`config.mk`:
```
export PLATFORM = sky130hd
export DESIGN_NAME = cla_adder_pipe2
export DESIGN_NICKNAME = d
export VERILOG_FILES = /design/src/rtl/cla_adder_pipe2.sv
export SDC_FILE = /design/constraint.sdc
export NUM_CORES = 1
export LEC_CHECK = 0
export CAP_MARGIN = 40
export CORE_MARGIN = 2
export CORE_UTILIZATION = 25
export DETAILED_ROUTE_END_ITERATION = 10
export PLACE_DENSITY = 0.55
export SYNTH_ARGS = -nofsm -noshare
export SYNTH_HDL_FRONTEND = slang
export SYNTH_SLANG_ARGS = --single-unit
```
`constraint.sdc`:
```
create_clock -name clk -period 2.4 [get_ports clk]
set_clock_uncertainty 0.05 [all_clocks]
set_input_delay 0.72 -clock clk [delete_from_list [all_inputs] [get_ports clk]]
set_output_delay 0.72 -clock clk [all_outputs]
set_load 0.05 [all_outputs]
```
`src/rtl/cla_adder_pipe2.sv`:
```
// cla_adder_pipe2: two-stage pipelined WIDTH-bit add/subtract built from a two-level carry-lookahead tree
// Ports: clk, rst_n (async, active-low), flush (sync pipeline kill)
//   operand side: in_valid, in_ready, a, b, sub (1 = a-b)
//   result side:  out_valid, out_ready, sum, cout, overflow (signed), zero

// carry_lookahead4: prefix propagate/generate of a 4-bit group; pp[i]/gp[i] span bits i..0
module carry_lookahead4 (
   input  logic [3:0] p,
   input  logic [3:0] g,
   output logic [3:0] pp,
   output logic [3:0] gp
);
   assign pp = {&p, &p[2:0], &p[1:0], p[0]};
   assign gp = {g[3] | (p[3] & g[2]) | (&p[3:2] & g[1]) | (&p[3:1] & g[0]),
                g[2] | (p[2] & g[1]) | (&p[2:1] & g[0]),
                g[1] | (p[1] & g[0]),
                g[0]};
endmodule

module cla_adder_pipe2 #(
   parameter int WIDTH = 32
) (
   input  logic             clk,
   input  logic             rst_n,
   input  logic             flush,
   input  logic             in_valid,
   output logic             in_ready,
   input  logic [WIDTH-1:0] a,
   input  logic [WIDTH-1:0] b,
   input  logic             sub,
   output logic             out_valid,
   input  logic             out_ready,
   output logic [WIDTH-1:0] sum,
   output logic             cout,
   output logic             overflow,
   output logic             zero
);
   localparam int NN = WIDTH / 4;
   localparam int NG = WIDTH / 16;
   logic             out_adv, s1_adv, accept, out_load;
   logic [WIDTH-1:0] beff, p_d, g_d, pp_d, gp_d;
   logic             s1_valid_d, s1_valid_q, s1_ci_q;
   logic [WIDTH-1:0] s1_p_q, s1_pp_q, s1_gp_q;
   logic [NG*4-1:0]  l2_pp, l2_gp;
   logic [NN-1:0]    cn;
   logic [WIDTH:0]   c;
   logic             cg;
   logic             out_valid_d, out_valid_q;
   logic [WIDTH-1:0] sum_d, sum_q;
   logic             cout_d, cout_q, overflow_d, overflow_q, zero_d, zero_q;
   assign out_adv  = !out_valid_q | out_ready;
   assign s1_adv   = !s1_valid_q | out_adv;
   assign in_ready = s1_adv & !flush;
   assign accept   = in_valid & in_ready;
   assign out_load = out_adv & s1_valid_q;
   always_comb begin
      beff        = sub ? ~b : b;
      p_d         = a ^ beff;
      g_d         = a & beff;
      s1_valid_d  = flush ? 1'b0 : (s1_adv ? accept : s1_valid_q);
      out_valid_d = flush ? 1'b0 : (out_adv ? s1_valid_q : out_valid_q);
   end
   for (genvar n = 0; n < NN; n++) begin : g_nib
      carry_lookahead4 u_cla (
         .p (p_d[4*n +: 4]),
         .g (g_d[4*n +: 4]),
         .pp(pp_d[4*n +: 4]),
         .gp(gp_d[4*n +: 4])
      );
   end
   // Level 2: bit 3 of each nibble's prefix terms is that nibble's P*/G*
   for (genvar k = 0; k < NG; k++) begin : g_grp
      carry_lookahead4 u_cla (
         .p ({s1_pp_q[16*k+15], s1_pp_q[16*k+11], s1_pp_q[16*k+7], s1_pp_q[16*k+3]}),
         .g ({s1_gp_q[16*k+15], s1_gp_q[16*k+11], s1_gp_q[16*k+7], s1_gp_q[16*k+3]}),
         .pp(l2_pp[4*k +: 4]),
         .gp(l2_gp[4*k +: 4])
      );
   end
   // Carry into position j of a group is prefix(j-1) applied to the group carry-in;
   // 16-bit groups ripple their carry to the next group
   always_comb begin
      cg = s1_ci_q;
      cn = '0;
      for (int k = 0; k < NG; k++) begin
         cn[4*k +: 4] = {l2_gp[4*k +: 3], 1'b0} | ({l2_pp[4*k +: 3], 1'b1} & {4{cg}});
         cg = l2_gp[4*k+3] | (l2_pp[4*k+3] & cg);
      end
      c = '0;
      for (int n = 0; n < NN; n++)
         c[4*n +: 4] = {s1_gp_q[4*n +: 3], 1'b0} | ({s1_pp_q[4*n +: 3], 1'b1} & {4{cn[n]}});
      c[WIDTH]   = cg;
      sum_d      = s1_p_q ^ c[WIDTH-1:0];
      cout_d     = c[WIDTH];
      overflow_d = c[WIDTH-1] ^ c[WIDTH];
      zero_d     = ~|sum_d;
   end
   always_ff @(posedge clk or negedge rst_n) begin
      if (!rst_n) begin
         s1_valid_q  <= 1'b0;
         s1_ci_q     <= 1'b0;
         s1_p_q      <= '0;
         s1_pp_q     <= '0;
         s1_gp_q     <= '0;
         out_valid_q <= 1'b0;
         sum_q       <= '0;
         cout_q      <= 1'b0;
         overflow_q  <= 1'b0;
         zero_q      <= 1'b0;
      end else begin
         s1_valid_q  <= s1_valid_d;
         out_valid_q <= out_valid_d;
         if (accept) begin
            s1_ci_q <= sub;
            s1_p_q  <= p_d;
            s1_pp_q <= pp_d;
            s1_gp_q <= gp_d;
         end
         if (out_load) begin
            sum_q      <= sum_d;
            cout_q     <= cout_d;
            overflow_q <= overflow_d;
            zero_q     <= zero_d;
         end
      end
   end
   assign out_valid = out_valid_q;
   assign sum       = sum_q;
   assign cout      = cout_q;
   assign overflow  = overflow_q;
   assign zero      = zero_q;
endmodule
```
== Yosys cells after proc, flatten, opt, wreduce, memory -nomap -nowiden ==
Cells that the tools add are included.
Word-level totals
  register bits: 134
  input port bits: 70
  logic and storage cells: 236
Cells by class
  multiplexer cells: 5
  bitwise logic cells: 154
  reductions and logical operators: 67
Operators with widths (number)
  1-bit bitwise AND: 65
  1-bit OR: 64
  32-bit bitwise XOR: 2
  2-bit AND reduction: 30
  3-bit AND reduction: 20
  4-bit bitwise AND: 10
  4-bit OR: 10
  4-bit AND reduction: 10
  32-bit bitwise AND: 1
  32-bit 2-to-1 mux: 1
  32-bit NOT: 1
  32-bit OR reduction: 1
  1-bit logical NOT: 4
  1-bit 2-to-1 mux: 4
  2-bit nonzero test: 2
  1-bit bitwise XOR: 1

== Logic depth before layout (Yosys ltp) ==
Gate-level depths: netlist (run 1).
  word-level depth: 12
  mapped depth: 11

== By module ==
A second synthesis (run 1) with hierarchy kept.
Second synthesis, totals
  cells, all modules: 567
  area total of the unflattened synthesis: 6882.9 sq um
By module, submodules not included
  cla_adder_pipe2: instances 1, cells an instance 477, area each 6232.2 sq um, seq. area each 3353.2 sq um
  carry_lookahead4: instances 10, cells an instance 9, area each 65.1 sq um, seq. area each 0.0 sq um

== Worst setup path before layout (run 1) ==
No wires, ideal clock.
  kind: reg2reg
  start point: register out_valid_q (netlist: out_valid)
  end point: register s1_p_q[24]
  arrival: 2608 ps
  data required time: 2222 ps
  setup slack: -385 ps
  stages on the path, launching flop included: 7
  path buffers: 2
  period minus slack after synthesis: 2785 ps
  cells stage by stage: dfrtp_1 > nor2b_1 > a21oi_1 > nand2_1 > buf_2 > buf_2 > mux2_1
On the way
  cells in the longest elaborated chain, start to end: 5
Ends and longest elaborated chain
  from (decl): RTL line 48  | logic out_valid_d, out_valid_q;
  from (signal assigned): RTL line 112  | out_valid_q <= out_valid_d;
  1-bit logical NOT: RTL line 51  | assign out_adv = !out_valid_q | out_ready;
  1-bit OR: RTL line 51
  1-bit OR: RTL line 52  | assign s1_adv = !s1_valid_q | out_adv;
  1-bit bitwise AND: RTL line 53  | assign in_ready = s1_adv & !flush;
  via in_ready: RTL line 27  | output logic in_ready,
  1-bit bitwise AND: RTL line 54  | assign accept = in_valid & in_ready;
  to (signal assigned): RTL line 115  | s1_p_q <= p_d;
  to (decl): RTL line 43  | logic [WIDTH-1:0] s1_p_q, s1_pp_q, s1_gp_q;
The timed path passes the listed nets, and every way through them passes these cells.
A chain may end at the register's enable or synchronous reset.

== Final worst setup path (run 1) ==
  start point: register s1_ci_q
  end point: register zero_q (netlist: zero)
On the way
  cells in the longest elaborated chain, start to end: 9
  elaborated cells on any way between the ends: 25
  those cells by class: 23 x bitwise; 2 x reduce/logical
Ends and longest elaborated chain
  from (decl): RTL line 42  | logic s1_valid_d, s1_valid_q, s1_ci_q;
  from (signal assigned): RTL line 114  | s1_ci_q <= sub;
  1-bit bitwise AND: RTL line 87  | cg = l2_gp[4*k+3] | (l2_pp[4*k+3] & cg);
  1-bit OR: RTL line 87
  4-bit bitwise AND: RTL line 86  | cn[4*k +: 4] = {l2_gp[4*k +: 3], 1'b0} | ({l2_pp[4*k +: 3], 1'b1} & {4{cg}});
  4-bit OR: RTL line 86
  4-bit bitwise AND: RTL line 91  | c[4*n +: 4] = {s1_gp_q[4*n +: 3], 1'b0} | ({s1_pp_q[4*n +: 3], 1'b1} & {4{cn[n]}});
  4-bit OR: RTL line 91
  32-bit bitwise XOR: RTL line 93  | sum_d = s1_p_q ^ c[WIDTH-1:0];
  via sum_d[28]: RTL line 49  | logic [WIDTH-1:0] sum_d, sum_q;
  32-bit OR reduction: RTL line 96  | zero_d = ~|sum_d;
  1-bit logical NOT: RTL line 96
  to (signal assigned): RTL line 123  | zero_q <= zero_d;
  to (decl): RTL line 50  | logic cout_d, cout_q, overflow_d, overflow_q, zero_d, zero_q;
The timed path passes the listed nets, and every way through them passes these cells.

==> results of run 1 <==
[cells in the mapped netlist (8+ instances only)]
master	instances	area share
mux2_2	61	0.10
dfrtp_1	126	0.48
buf_1	8	0.0045
nand2_1	80	0.045
inv_1	11	0.0062
nand4_1	11	0.010
ha_1	40	0.076
clkbuf_1	8	0.0045
a21oi_1	17	0.013
xor2_1	36	0.048
or3_1	11	0.010
nand3b_1	11	0.012
o21ai_0	34	0.026
nand3_1	15	0.011
o21ai_1	16	0.012
nor2_1	17	0.0096
a21o_1	17	0.019
[final timing paths]
check	slack, ns	from	to	cells past startpoint
worst min register to register	0.43	cout	cout	2
worst min-delay path	0.11	rst_n	s1_pp_q[25]	1
min in group clk	0.43	cout	cout	2
worst max register to register	-0.14	s1_ci_q	zero	10
worst max-delay path	-0.14	s1_ci_q	zero	10
max in group asynchronous	1.59	rst_n	s1_gp_q[15]	2
[cell usage in the layout, fill, tap and decap left out, drive strengths merged, types with 5 or more instances in the layout]
| cell type | netlist | routed |
|---|---|---|
| a211oi | 5 | 5 |
| a21o | 18 | 18 |
| a21oi | 19 | 19 |
| a311oi | 5 | 5 |
| buf | 17 | 99 |
| clkbuf | 8 | 23 |
| clkdlybuf4s50 | 0 | 79 |
| clkinv | 0 | 5 |
| dfrtp | 126 | 126 |
| dlymetal6s2s | 0 | 7 |
| ha | 40 | 40 |
| inv | 12 | 12 |
| mux2 | 64 | 64 |
| nand2 | 80 | 80 |
| nand3 | 15 | 15 |
| nand3b | 11 | 11 |
| nand4 | 11 | 11 |
| nor2 | 17 | 17 |
| o211ai | 5 | 5 |
| o21ai | 50 | 50 |
| or3 | 11 | 11 |
| xor2 | 37 | 37 |
[kinds of logic after synthesis]
| family | share of synthesized area |
|---|---|
| buf+inv | 0.0253 |
| mux | 0.112 |
| xor+xnor | 0.0500 |
| simple gates | 0.121 |
| fa+ha+maj | 0.0755 |
| compound gates | 0.141 |
| flops | 0.476 |
[layout make-up]
cell class	count	share of cell area
multi-input cells	445	0.370
flip-flops and latches	126	0.335
repair buffers	188	0.187
clock buffers	23	0.0486
well taps	335	0.0445
clock inverters	8	0.00983
inverters	12	0.00531
[metrics by stage]
stage          power (mW)  cells  TNS (ns)  area, sq um
2_1_floorplan        4.98    608   -0.0364         6660
3_3_place_gp         6.34   1103    -0.381         8670
3_5_place_dp         6.37   1103    -0.544         8670
4_1_cts              8.98   1136    -0.150         9380
5_1_grt              9.39   1137    -0.276         9420
6_report             8.90   1137    -0.142         9420
[flip-flops by register name, summed over array words and instances, names as in the netlist]
signal	count
s1_ci_q	1
s1_valid_q	1
s1_gp_q	32
sum	32
zero	1
overflow	1
s1_p_q	32
cout	1
s1_pp_q	24
out_valid	1
[worst register-to-register path, cell delays in order (launching register included)]
cell	delay (ns)
dfrtp_2	0.42
a21oi_4	0.27
o221ai_4	0.16
a31o_4	0.27
ha_4	0.23
nor4_4	0.27
and4b_2	0.26
nand3_2	0.07
nor4_2	0.18
nand4_1	0.14
o21ai_1	0.14
[where the power goes]
group | internal, mW | switching [mW] | leakage, nW
sequential | 2.65 | 0.442 | 1.56
clock | 1.54 | 0.908 | 0.271
combinational | 1.45 | 1.91 | 2.43
total | 5.64 | 3.26 | 4.26
[per-layer routing]
metal,vias to the layer above,global-route usage
met1,2570,0.175
met5,-,0
li1,2589,-
met4,0,0.0491
met3,18,0.0238
met2,98,0.215
[timing repair]
item | 4_1_cts | 5_1_grt
setup buffers | 2 | 1
setup endpoints to repair | 5 | 8
gates resized for setup | 31 | 11
pin swaps | 17 | 4
cloned | 0 | 0
==> results.json, run 1 <==
{
  "outcome": "finished, violations left",
  "violations": "negative setup slack",
  "rsz0062_at_grt": "yes",
  "p_per_area_nw_per_um2": 945,
  "cp.buffers_inverters": 0,
  "num_vias": 5275,
  "clock_latency_ns": 0.42,
  "cts.path.max_buffers": 2,
  "slew_violations": 0,
  "syn-num-nets": 718,
  "fmax_ghz": 0.393,
  "path_class": "reg2reg",
  "drt-total-wl_um": 17900,
  "async_flop_share": 1.00,
  "wl_met2_um": 8680,
  "start_kind": "flip-flop",
  "clock_sinks": 126,
  "holdBufCountCts": 0,
  "cp.arrival_ns": 2.83,
  "crit_slowest_cell": "dfrtp_2",
  "cts_buffers": 17,
  "cp-end-kind": "flip-flop",
  "fin_crit_ns": 2.54,
  "htree_num_levels": 4,
  "routedWlPerCell_um": 15.7,
  "firstDrtPassIters": 4,
  "io-pin-count": 107,
  "top_layer": "met4",
  "ir_worst_vdd_mv": 0.450,
  "grt_overflow": 0,
  "die_w_um": 167,
  "initial_core_util": 0.254,
  "synth_warnings": 0,
  "post-route-period-util": 1.06,
  "slew-limit-headroom": 0.655,
  "port-buffer-count": 106,
  "postSynthCellCount": 608,
  "cp_data_required_time_ns": 2.69,
  "synth_seq_cells": 126,
  "dr.first_iter.drc_count": 287,
  "final_util": 0.361,
  "leakagePower_nw": 4.26,
  "yosysSeqAreaShare": 0.476,
  "row_count": 59,
  "drive_gt1_frac": 0.287,
  "path_delay_family": "simple AND/OR/NAND/NOR gates",
  "post-route-drc-count": 0,
  "fin_worst_hold_slack_ns": 0.109,
  "pre_cts_slack_ns": -0.312,
  "met3_length_um": 593,
  "path_cells": "a21oi_4 > o221ai_4 > a31o_4 > ha_4 > nor4_4 > and4b_2 > nand3_2 > nor4_2 > nand4_1 > o21ai_1",
  "cts.clk_slew.worst_paths_ns": 0.06,
  "cpPeakStageDelay_ns": 0.42,
  "grt_max_degree": 60,
  "place.gp.congestion": 0.817,
  "synth-main-ff-cell": "dfrtp_1",
  "antenna_found_initial": 1,
  "multi_input_area_sq_um": 3480,
  "die_h_um": 167,
  "ff_latch_area_sq_um": 3160,
  "synth.avg_cell_area_sq_um": 10.9,
  "grt_pass1_wl_um": 28600,
  "grt_usage": 0.132,
  "diodes": 0,
  "cts_tree": "yes",
  "timing.final.ws_setup_ns": -0.142,
  "grt_pass1_vias": 5314,
  "cts_root_buf": "clkbuf_16",
  "ant_nets": 0,
  "worstHoldPathType": "in2async",
  "critPathMaxFanout": 5,
  "synth_edf_count": 0,
  "core_area_sq_um": 26100,
  "nets": 900,
  "yosysUniqueCellTypes": 57,
  "syn_to_final_growth_pct": 42.1,
  "synth.cell_area_sq_um": 6630,
  "hpwl_um": 13600,
  "tightest_slew_ns": 0.509,
  "vias_per_cell": 4.64,
  "met1Wirelength_um": 8290,
  "hold_viol_final": 0,
  "dieArea_sq_um": 27800,
  "fill_cells": 2582,
  "cap_violations": 0,
  "setup_violations": 1
}
Note: power is estimated with default switching activity, not from simulation.
==> inputs of run 2 (changes only) <==
Settings changed: PLACE_DENSITY 0.55 to 0.53.
Clock period 2.4 ns to 2.8 ns, I/O delays scaled along.
==> results.json, run 2 (synthesis gave the netlist of run 1 again) <==
{
  "outcome": "finished, final reports clean",
  "drive_gt1_frac": 0.216,
  "final_common_cell": "dfrtp_1",
  "setup_violations": 0,
  "hold_viol_final": 0,
  "p_seq_frac": 0.341,
  "row_count": 59,
  "die_w_um": 167,
  "worstHoldPathType": "reg2reg",
  "cts_root_buf": "clkbuf_16",
  "setup_tns_ns": 0,
  "place.gp.congestion": 0.744,
  "dp_cells": 1051,
  "antenna_found_initial": 0,
  "syn_to_final_growth_pct": 36.9,
  "io-pin-count": 107,
  "fill_cells": 2635,
  "nets": 850,
  "ir_worst_vdd_mv": 0.522,
  "port-buffer-count": 106,
  "total_power_mw": 7.66,
  "core_area_sq_um": 26100,
  "stdcell_count": 1088,
  "cp-end-kind": "primary output",
  "combPwrFrac": 0.360,
  "dieArea_sq_um": 27800,
  "initial_core_util": 0.254,
  "grt_pass1_vias": 5083,
  "ff_latch_area_sq_um": 3150,
  "slew-limit-headroom": 0.509,
  "grt_pass1_wl_um": 27900,
  "post-route-period-util": 0.962,
  "cp_data_required_time_ns": 1.91,
  "num_vias": 5014,
  "cpPeakStageDelay_ns": 0.46,
  "slew_violations": 0,
  "tightest_slew_ns": 0.737,
  "diodes": 0,
  "dr.first_iter.drc_count": 240,
  "clock_sinks": 126,
  "whs_path_depth": 2,
  "hpwl_um": 13000,
  "cap_violations": 0,
  "cts_buffers": 17,
  "path_class": "in2out",
  "cts.clk_slew.worst_paths_ns": 0.06,
  "ant_nets": 0,
  "cts.path.max_buffers": 2,
  "p_per_area_nw_per_um2": 845,
  "intPower_mw": 4.83,
  "placed_area_sq_um": 8280,
  "cts_tree": "yes",
  "multi_input_area_sq_um": 3440,
  "grt_max_degree": 127,
  "grt_overflow": 0,
  "start_kind": "primary input",
  "grt_usage": 0.128,
  "cp.arrival_ns": 1.80,
  "swShare": 0.370,
  "leakagePower_nw": 3.93,
  "fin_crit_ns": 2.69,
  "routedWlPerCell_um": 15.7,
  "clock_latency_ns": 0.42,
  "vias_per_cell": 4.61,
  "fin_area_sq_um": 9070,
  "crit_slowest_cell": "clkdlybuf4s50_1",
  "final_cell_mix": "dfrtp_1 (125), clkdlybuf4s50_1 (103), nand2_1 (79)",
  "die_h_um": 167,
  "rsz0062_at_grt": "no",
  "critPathMaxFanout": 2,
  "post-route-drc-count": 0,
  "firstDrtPassIters": 4,
  "p_switching_mw": 2.84,
  "p_clk_frac": 0.299,
  "drt-total-wl_um": 17100,
  "reg2regPathDepth": 10,
  "htree_num_levels": 4,
  "path_cells": "clkdlybuf4s50_1 > nor2b_1 > a21oi_2 > buf_12",
  "fmax_ghz": 0.371
}
[run 2: changes by cell type in the layout (fill, tap and decap cells not counted), sizes merged]
cell / before / now
clkinvlp: 1 / 3
inv: 12 / 16
clkbuf: 23 / 17
dlymetal6s2s: 7 / 0
dlygate4sd2: 3 / 0
bufinv: 2 / 3
buf: 99 / 35
clkdlybuf4s50: 79 / 103
[run 2: timing repair]
| action | in CTS | in global routing |
|---|---|---|
| setup endpoints to repair | 1 | 1 |
| hold buffers | 0 | 0 |
| setup buffers | 0 | 5 |
| resized for setup | 5 | 20 |
| pin swaps | 0 | 9 |
[run 2: area by class of cell]
cell class                 instances  area share
sequential                       126       0.348
multi-input combinational        445       0.380
clock inverter                    15      0.0206
timing repair buffer             138       0.153
tap                              335      0.0462
clock buffer                      17      0.0469
inverter                          12     0.00552
[run 2: final timing paths]
check / from / endpoint / slack (ns)
setup reg to reg: s1_pp_q[11] / zero / 0.14
setup / recovery: out_ready / in_ready / 0.11
max in group asynchronous: rst_n / s1_pp_q[11] / 1.65
min in group asynchronous: rst_n / sum[22] / 0.45
hold reg to reg: sum[5] / sum[5] / 0.43
hold / removal: sum[5] / sum[5] / 0.43
[run 2: metal layers]
layer	wire length, um	GRT usage	part of all wire
met1	8470	0.178	0.50
met2	7610	0.194	0.45
met3	713	0.0288	0.042
met4	274	0.0454	0.016
met5	0	0	0
[run 2: critical path, delay by kind of cell]
| kind | cells | cell delay (ns) |
|---|---|---|
| buffers and inverters | 2 | 0.64 |
| AO/OA/AOI/OAI | 1 | 0.27 |
| AND/OR/NAND/NOR | 1 | 0.06 |
[run 2: power by group through the flow]
| stage | logic [mW] | registers (mW) | clock network [mW] |
|---|---|---|---|
| floorplan | 1.05 | 3.21 | 0 |
| global placement | 2.65 | 2.63 | 0 |
| detailed placement | 2.66 | 2.64 | 0 |
| CTS | 2.69 | 2.61 | 2.34 |
| global route | 2.97 | 2.69 | 2.43 |
| finish | 2.76 | 2.62 | 2.29 |
[run 2: per-stage QoR]
step	setup WS, ns	hold WS, ns	util
after global placement	-0.101	0.413	0.318
after detailed placement	-0.180	0.420	0.318
after CTS	0.0699	0.433	0.342
after floorplan	0.0545	0.400	-
after global routing	0.000697	0.455	0.348
final	0.106	0.429	0.348
